--- src/rtl/next_pc_predictor.sv ---
`default_nettype none
// ============================================================================
// next_pc_predictor : fetch PC register with direct-mapped BTB + 2-bit counters
// Rev 1.0
// ============================================================================
module next_pc_predictor #(
  parameter int              XLEN      = 32,
  parameter int              BTB_DEPTH = 16,
  parameter logic [XLEN-1:0] RESET_PC  = '0
) (
  input  logic            clk,
  input  logic            rst,
  input  logic            stall,
  output logic [XLEN-1:0] pc,
  output logic [XLEN-1:0] pred_next,
  output logic            pred_taken,
  input  logic            ex_valid,
  input  logic [XLEN-1:0] ex_pc,
  input  logic [XLEN-1:0] ex_pred_next,
  input  logic [5:0]      ex_opcode,
  input  logic            ex_branch,
  input  logic            ex_jump,
  input  logic            ex_jal,
  input  logic            ex_jr,
  input  logic [XLEN-1:0] ex_ext_imm,
  input  logic [25:0]     ex_target,
  input  logic [XLEN-1:0] ex_rd1,
  input  logic [XLEN-1:0] ex_rd2,
  output logic            flush
);

  localparam int C_IDX  = $clog2(BTB_DEPTH);
  localparam int C_TAGW = XLEN - C_IDX - 2;
  localparam logic [5:0] C_OP_BEQ = 6'b000100;
  localparam logic [5:0] C_OP_BNE = 6'b000101;

  logic [XLEN-1:0]   pc_q, pc_d;
  logic              flush_q, flush_d;
  logic              valid_q [BTB_DEPTH];
  logic [C_TAGW-1:0] tag_q   [BTB_DEPTH];
  logic [XLEN-1:0]   tgt_q   [BTB_DEPTH];
  logic [1:0]        ctr_q   [BTB_DEPTH];

  // Fetch-side lookup
  logic [C_IDX-1:0]  f_idx;
  logic [C_TAGW-1:0] f_tag;
  logic              f_hit;

  assign f_idx      = pc_q[C_IDX+1:2];
  assign f_tag      = pc_q[XLEN-1:C_IDX+2];
  assign f_hit      = valid_q[f_idx] && (tag_q[f_idx] == f_tag);
  assign pred_taken = f_hit && ctr_q[f_idx][1];
  assign pred_next  = pred_taken ? tgt_q[f_idx] : pc_q + XLEN'(4);

  // Execute-side resolution
  logic [C_IDX-1:0]  e_idx;
  logic [C_TAGW-1:0] e_tag;
  logic              e_hit, cond, taken, mispredict, is_jmp;
  logic [XLEN-1:0]   p4, actual;
  logic [1:0]        ctr_nxt;

  assign e_idx  = ex_pc[C_IDX+1:2];
  assign e_tag  = ex_pc[XLEN-1:C_IDX+2];
  assign e_hit  = valid_q[e_idx] && (tag_q[e_idx] == e_tag);
  assign p4     = ex_pc + XLEN'(4);
  assign cond   = ((ex_opcode == C_OP_BEQ) && (ex_rd1 == ex_rd2)) ||
                  ((ex_opcode == C_OP_BNE) && (ex_rd1 != ex_rd2));
  assign is_jmp = ex_jump | ex_jal | ex_jr;

  always_comb begin
    actual = p4;
    if (ex_jr)
      actual = ex_rd1;
    else if (ex_jump | ex_jal)
      actual = {ex_pc[XLEN-1:28], ex_target, 2'b00};
    else if (ex_branch && cond)
      actual = p4 + {ex_ext_imm[XLEN-3:0], 2'b00};
  end

  assign taken      = (actual != p4);
  assign mispredict = ex_valid && (actual != ex_pred_next);

  always_comb begin
    ctr_nxt = ctr_q[e_idx];
    if (taken && ctr_q[e_idx] != 2'b11)
      ctr_nxt = ctr_q[e_idx] + 2'd1;
    else if (!taken && ctr_q[e_idx] != 2'b00)
      ctr_nxt = ctr_q[e_idx] - 2'd1;
  end

  // A redirect from execute always beats a stall: the fetched stream is wrong anyway.
  always_comb begin
    pc_d    = pc_q;
    flush_d = 1'b0;
    if (mispredict) begin
      pc_d    = actual;
      flush_d = 1'b1;
    end else if (!stall) begin
      pc_d = pred_next;
    end
  end

  always_ff @(posedge clk) begin
    if (rst) begin
      pc_q    <= RESET_PC;
      flush_q <= 1'b0;
    end else begin
      pc_q    <= pc_d;
      flush_q <= flush_d;
    end
  end

  always_ff @(posedge clk) begin
    if (rst) begin
      for (int i = 0; i < BTB_DEPTH; i++) begin
        valid_q[i] <= 1'b0;
        tag_q[i]   <= '0;
        tgt_q[i]   <= '0;
        ctr_q[i]   <= 2'b01;
      end
    end else if (ex_valid) begin
      if (is_jmp) begin
        valid_q[e_idx] <= 1'b1;
        tag_q[e_idx]   <= e_tag;
        tgt_q[e_idx]   <= actual;
        ctr_q[e_idx]   <= 2'b11;
      end else if (ex_branch) begin
        if (e_hit) begin
          ctr_q[e_idx] <= ctr_nxt;
          if (taken)
            tgt_q[e_idx] <= actual;
        end else if (taken) begin
          valid_q[e_idx] <= 1'b1;
          tag_q[e_idx]   <= e_tag;
          tgt_q[e_idx]   <= actual;
          ctr_q[e_idx]   <= 2'b10;
        end
      end else if (e_hit && mispredict) begin
        // Non-control instruction predicted as taken: stale/aliased entry.
        valid_q[e_idx] <= 1'b0;
      end
    end
  end

  assign pc    = pc_q;
  assign flush = flush_q;

  logic unused_imm_hi;
  assign unused_imm_hi = &{1'b0, ex_ext_imm[XLEN-1:XLEN-2]};

endmodule
`default_nettype wire

--- config.mk ---
export PLATFORM = sky130hd
export DESIGN_NAME = next_pc_predictor
export DESIGN_NICKNAME = d
export VERILOG_FILES = /design/src/rtl/next_pc_predictor.sv
export SDC_FILE = /design/constraint.sdc
export NUM_CORES = 2
export LEC_CHECK = 0
export BUFFER_PORTS_ARGS = -buffer_cell sky130_fd_sc_hd__clkbuf_2
export CAP_MARGIN = 20
export CORE_ASPECT_RATIO = 1.25
export CORE_MARGIN = 5
export CORE_UTILIZATION = 45
export CTS_CLUSTER_SIZE = 10
export DETAILED_ROUTE_END_ITERATION = 8
export PLACE_DENSITY = 0.58
export SETUP_SLACK_MARGIN = 0.2
export SYNTH_ARGS = -nofsm -noshare
export SYNTH_HDL_FRONTEND = slang
export SYNTH_SLANG_ARGS = --single-unit
--- constraint.sdc ---
create_clock -name clk -period 8.8 [get_ports clk]
set_input_delay 1.32 -clock clk [delete_from_list [all_inputs] [get_ports clk]]
set_output_delay 1.32 -clock clk [all_outputs]
set_load 0.1 [all_outputs]
# --- Word-level counts from Yosys, hierarchy flattened ---
# Memories as Yosys holds them, arrays and structs flattened. A register that Yosys moved wholly into a read port is not among the register bits.
# Cells that the tools add are included.
op_classes:
  n_addsub: 5
  multipliers: 0
  n_div: 0
  order_cmp: 0
  eq_ne: 10
  shift: 0
  n_mux: 67
  n_bitwise: 9
  n_reduce_logical: 17
op_table:
  columns: ["cell", "count"]
  rows:
  - ["32-bit 2-to-1 mux", 9]
  - ["32-bit inequality test", 3]
  - ["32-bit by 3-bit adder with 32-bit output (second input constant)", 2]
  - ["26-bit == test", 2]
  - ["26-bit 2-to-1 mux", 2]
  - ["4-bit 2-to-1 mux", 12]
  - ["1-bit 2-to-1 mux", 39]
  - ["32-bit adder", 1]
  - ["32-bit == test", 1]
  - ["32-bit OR reduction", 1]
  - ["26-bit OR reduction", 1]
  - ["6-bit by 3-bit == test with 1-bit output (second input constant)", 2]
  - ["1-bit logical AND", 10]
  - ["2-bit 2-to-1 mux", 5]
  - ["1-bit OR", 9]
  - ["2-bit by 1-bit adder with 2-bit output (second input constant)", 1]
  - ["2-bit by 1-bit inequality test with 1-bit output (second input constant)", 1]
  - ["2-bit inequality test (second input constant)", 1]
  - ["2-bit nonzero test", 1]
  - ["2-bit OR reduction", 1]
  - ["2-bit by 1-bit subtractor with 2-bit output (second input constant)", 1]
  - ["1-bit logical NOT", 1]
  - ["1-bit logical OR", 1]
  - ["1-bit OR reduction", 1]
word_totals:
  ff_bits: 33
  latch_bits: 0
  ram_bits: 976
  mem_bits_ro: 0
  inputBits: 200
  output_inout_bits: 66
  elab_cells: 114
  memories: 4
mem_list:
  columns: ["name", "words", "word_bits", "read_ports", "rd_clocked_by_memory_dff", "wr", "line", "text"]
  rows:
  - ["tgt_q", 16, 32, 1, 1, 16, "41", "logic [XLEN-1:0] tgt_q [BTB_DEPTH];"]
  - ["tag_q", 16, 26, 2, 1, 16, "40", "logic [C_TAGW-1:0] tag_q [BTB_DEPTH];"]
  - ["ctr_q", 16, 2, 2, 1, 16, "42", "logic [1:0] ctr_q [BTB_DEPTH];"]
  - ["valid_q", 16, 1, 2, 1, 16, "39", "logic valid_q [BTB_DEPTH];"]

# --- Longest topological paths before layout ---
depth:
  depth_word: 19
  depth_mapped: 24
  ltp_nobuf: 19

# --- Worst setup path after synthesis ---
# No wires, ideal clock.
synth_timing:
  path_type: "reg-to-output"
  start: "register with a tool-made name"
  end: "output port pred_taken"
  arrival_time_ns: 5.998
  t_required_ns: 7.480
  slack_ns: 1.482
  path_stages_with_launch: 10
  path_buffers: 3
  cell_sequence: "dfxtp_1 -> buf_2 -> buf_2 -> buf_1 -> mux4_2 -> mux4_2 -> xnor2_1 -> nand4_1 -> or4_1 -> nor4_1"
synth_rtl:
  columns: ["item", "line", "text"]
  rows:
  - ["end: declaration", "16", "output logic pred_taken,"]

==> flow_metrics.tcl <==
set metrics [dict create \
    finalCritPeriodShare_pct 86.7 \
    yosysWarnings 0 \
    ys_seq_elements 1013 \
    hold_viol 0 \
    worst_slew_pin_slew_ns 1.15 \
    detail-route-antenna-nets 0 \
    grt_pass1_vias 40800 \
    grt_use_total_pct 31.6 \
    yosysUniqueCellTypes 93 \
    wl_per_cell_um 33.6 \
    num_rows 146 \
    layout-drive-gt1-share_pct 25.9 \
    antenna_found_initial 8 \
    grt_pass1_wl_um 304000 \
    post-cts-setup-buffers 0 \
    cts_tree "built" \
    die-area_um2 134000 \
    holdCritStartpoint "pc[1]" \
    nNetsFinal 4856 \
    synth_area_um2 57000 \
    min_path_cells 4 \
    p_switching_w 0.00358 \
    synth_edf_count 976 \
    crit_arrival_ns 8.05 \
    setup_violations 0 \
    syn_nets 4657 \
    r2r_setup_slack_ns 3.58 \
    clk_latency_ns 0.75 \
    clockPowerShare_pct 34.8 \
    crit_fanout 23 \
    drv_cap 0 \
    maxSlewHeadroom_pct 22.5 \
    p_comb_share_pct 19.1 \
    synth_area_leaders "edfxtp_1 51%, mux4_2 17%, and2_1 4.9%, nor2_1 4.1%, xnor2_1 2.2%" \
    yosysMostFrequentCell "edfxtp_1" \
    cts-buffers-inserted 113 \
    synth-seq-area-share_pct 52.7 \
    start_util_pct 45.1 \
    fin_skew_ns 0.0511 \
    synth_top_area_share_pct 51.4 \
    syn-mean-instance-area_um2 12.9 \
    syn_inst 4413 \
    cts-htree-levels 3 \
    fin_ws_ns 1.17 \
    overflow 0 \
    p_leak_nw 22.0 \
    final.min_clock_period_ns 7.63 \
    cts_root_buf "clkbuf_16" \
    cts.sinks 1013 \
    drc 0 \
    dieWidth_um 328 \
    vias 41000 \
    reg2regPathDepth 11 \
    switching_share_pct 28.8 \
    holdBufCountCts 0 \
    fmax_mhz 131 \
    yosysTopAreaCell "edfxtp_1" \
    p_int_w 0.00886 \
    cts_resized 0 \
    vias_per_cell 6.43 \
    wirelength_um 214000 \
    die_y_um 408 \
    worst_setup_path_start_kind "input port" \
    worstHoldPathType "reg2reg" \
    ys.flop_type "edfxtp_1" \
    hold_slack_ns 0.588 \
    critPathKind "in2reg" \
    async_flop_share_pct 0 \
    synthTopCellsByCount "976 x edfxtp_1, 623 x nor2_1, 445 x and2_1" \
    core_area_um2 126000 \
    worst_ir_drop_vdd_mv 0.163 \
    r2r_end "pc[13]" \
    place_ws_ns 0.665 \
    areaGrowthSynthToFinish_pct 13.6 \
    slew_viol_final 0 \
    clk_path_buf_depth 3 \
    end_kind "register" \
    outcome "finished clean" \
    rsz0062_at_grt "false" \
    io-pin-count 266 \
    seq_power_share_pct 46.1 \
    port_buffers 263 \
    hold_end "pc[1]" \
    grt_max_degree 129 \
    cp.required_ns 9.22 \
    power_density_nw_per_um2 192 \
    gp_congestion 1.04 \
    drt-initial-drc-count 5034 \
    tns_ns 0 \
    path_clk_slew_ns 0.06 \
    dr.pass1.iters 5 \
    dpl.hpwl_um 150000 \
]
[final cells by class]
cell class	instances	area (um^2)
repair buffers	507	3580
clock buffers	169	3070
well taps	1702	2130
flip-flops and latches	1013	30100
diodes	8	20.0
inverters	47	176
clock inverters	11	205
multi-input cells	2930	25600
fillers	11000	61600
[flip-flops by register name, summed over array words and instances, names as in the netlist, named ones only]
signal,flops
tgt_q,512
tag_q,416
ctr_q,32
pc,32
valid_q,16
flush,1
[layout by cell type (no fill, tap or decap), drive strengths merged, types with 34 or more instances in the layout]
cell type,synthesis,layout
a211oi,76,76
a21oi,125,125
and2,445,445
buf,161,248
clkbuf,262,428
dfxtp,37,37
edfxtp,976,976
ha,43,43
inv,46,47
mux2,34,34
mux2i,52,52
mux4,435,435
nand2,131,131
nand3,74,74
nand4,73,73
nor2,623,623
nor3,59,59
nor4,38,38
o211ai,47,47
o21ai,81,81
xnor2,144,144
xor2,42,42
[cells by family (layout without fill, tap and decap cells)]
| kind of cell | count (synthesis) | after routing | share of synthesized area [%] |
|---|---|---|---|
| buffers and inverters | 470 | 734 | 3.32 |
| and+or+nand+nor | 1614 | 1614 | 14.4 |
| adders and majority gates | 44 | 44 | 0.978 |
| other | 0 | 8 | 0 |
| AOI/OAI and AO/OA | 565 | 565 | 7.02 |
| DFF | 1013 | 1013 | 52.7 |
| muxes | 521 | 521 | 18.8 |
| xor gates and xnor gates | 186 | 186 | 2.87 |
[worst max-delay path, cell delays in order]
cell and delay (ns):
clkbuf_8 0.26, ha_1 0.34, nand3_1 0.25, nor4_1 0.47, xnor2_1 0.38, inv_1 0.25
ha_1 0.53, nand4_1 0.22, nor3_1 0.40, and3_1 0.30, nor4b_1 0.08, buf_4 0.14
o311ai_0 0.40, buf_4 0.19, o2111ai_1 0.10, a2111oi_0 0.41, buf_4 0.19, and4_1 0.20
a31oi_1 0.25, o211ai_4 0.29, buf_12 0.24, a211oi_4 0.10, or2_2 0.33, buf_4 0.28
[per-layer routing]
metal  track usage, %  wire, um  vias up
met5                0        30        -
met4             16.2     13200        4
met3             5.81     18500      480
met2             52.3    105000     2310
met1             39.9     77900    21000
li1                 -         -    17200
[metrics by stage]
stage / total power (W) / utilization, % / area, um^2 / std cells
2_1_floorplan: 0.00724 / - / 57000 / 4413
4_1_cts: 0.0125 / 51.2 / 64800 / 6377
3_3_place_gp: 0.00816 / 48.6 / 61500 / 6196
3_5_place_dp: 0.00818 / 48.6 / 61500 / 6197
5_1_grt: 0.0128 / 51.2 / 64800 / 6380
6_report: 0.0124 / 51.3 / 64800 / 6387
[worst max path at each step]
stage,from,to,slack [ns],depth (start not counted)
floorplan,register,pred_taken,1.48,9
finish,ex_pc[2],tag_q[15][7],1.17,24
global placement,ex_pc[2],register,0.69,20
global route,ex_pc[2],tag_q[15][6],0.71,24
detailed placement,ex_pc[2],tag_q[15][7],0.67,24
CTS,ex_pc[2],tag_q[15][7],1.39,24
[power by group through the flow]
stage	registers, W	clock network, W	logic (W)
after floorplan	0.00582	0	0.00142
after global placement	0.00582	0	0.00234
after detailed placement	0.00583	0	0.00235
after CTS	0.00573	0.00438	0.00236
after global routing	0.00576	0.00459	0.00246
final	0.00574	0.00433	0.00237
Power figures use the tool's default switching activity.
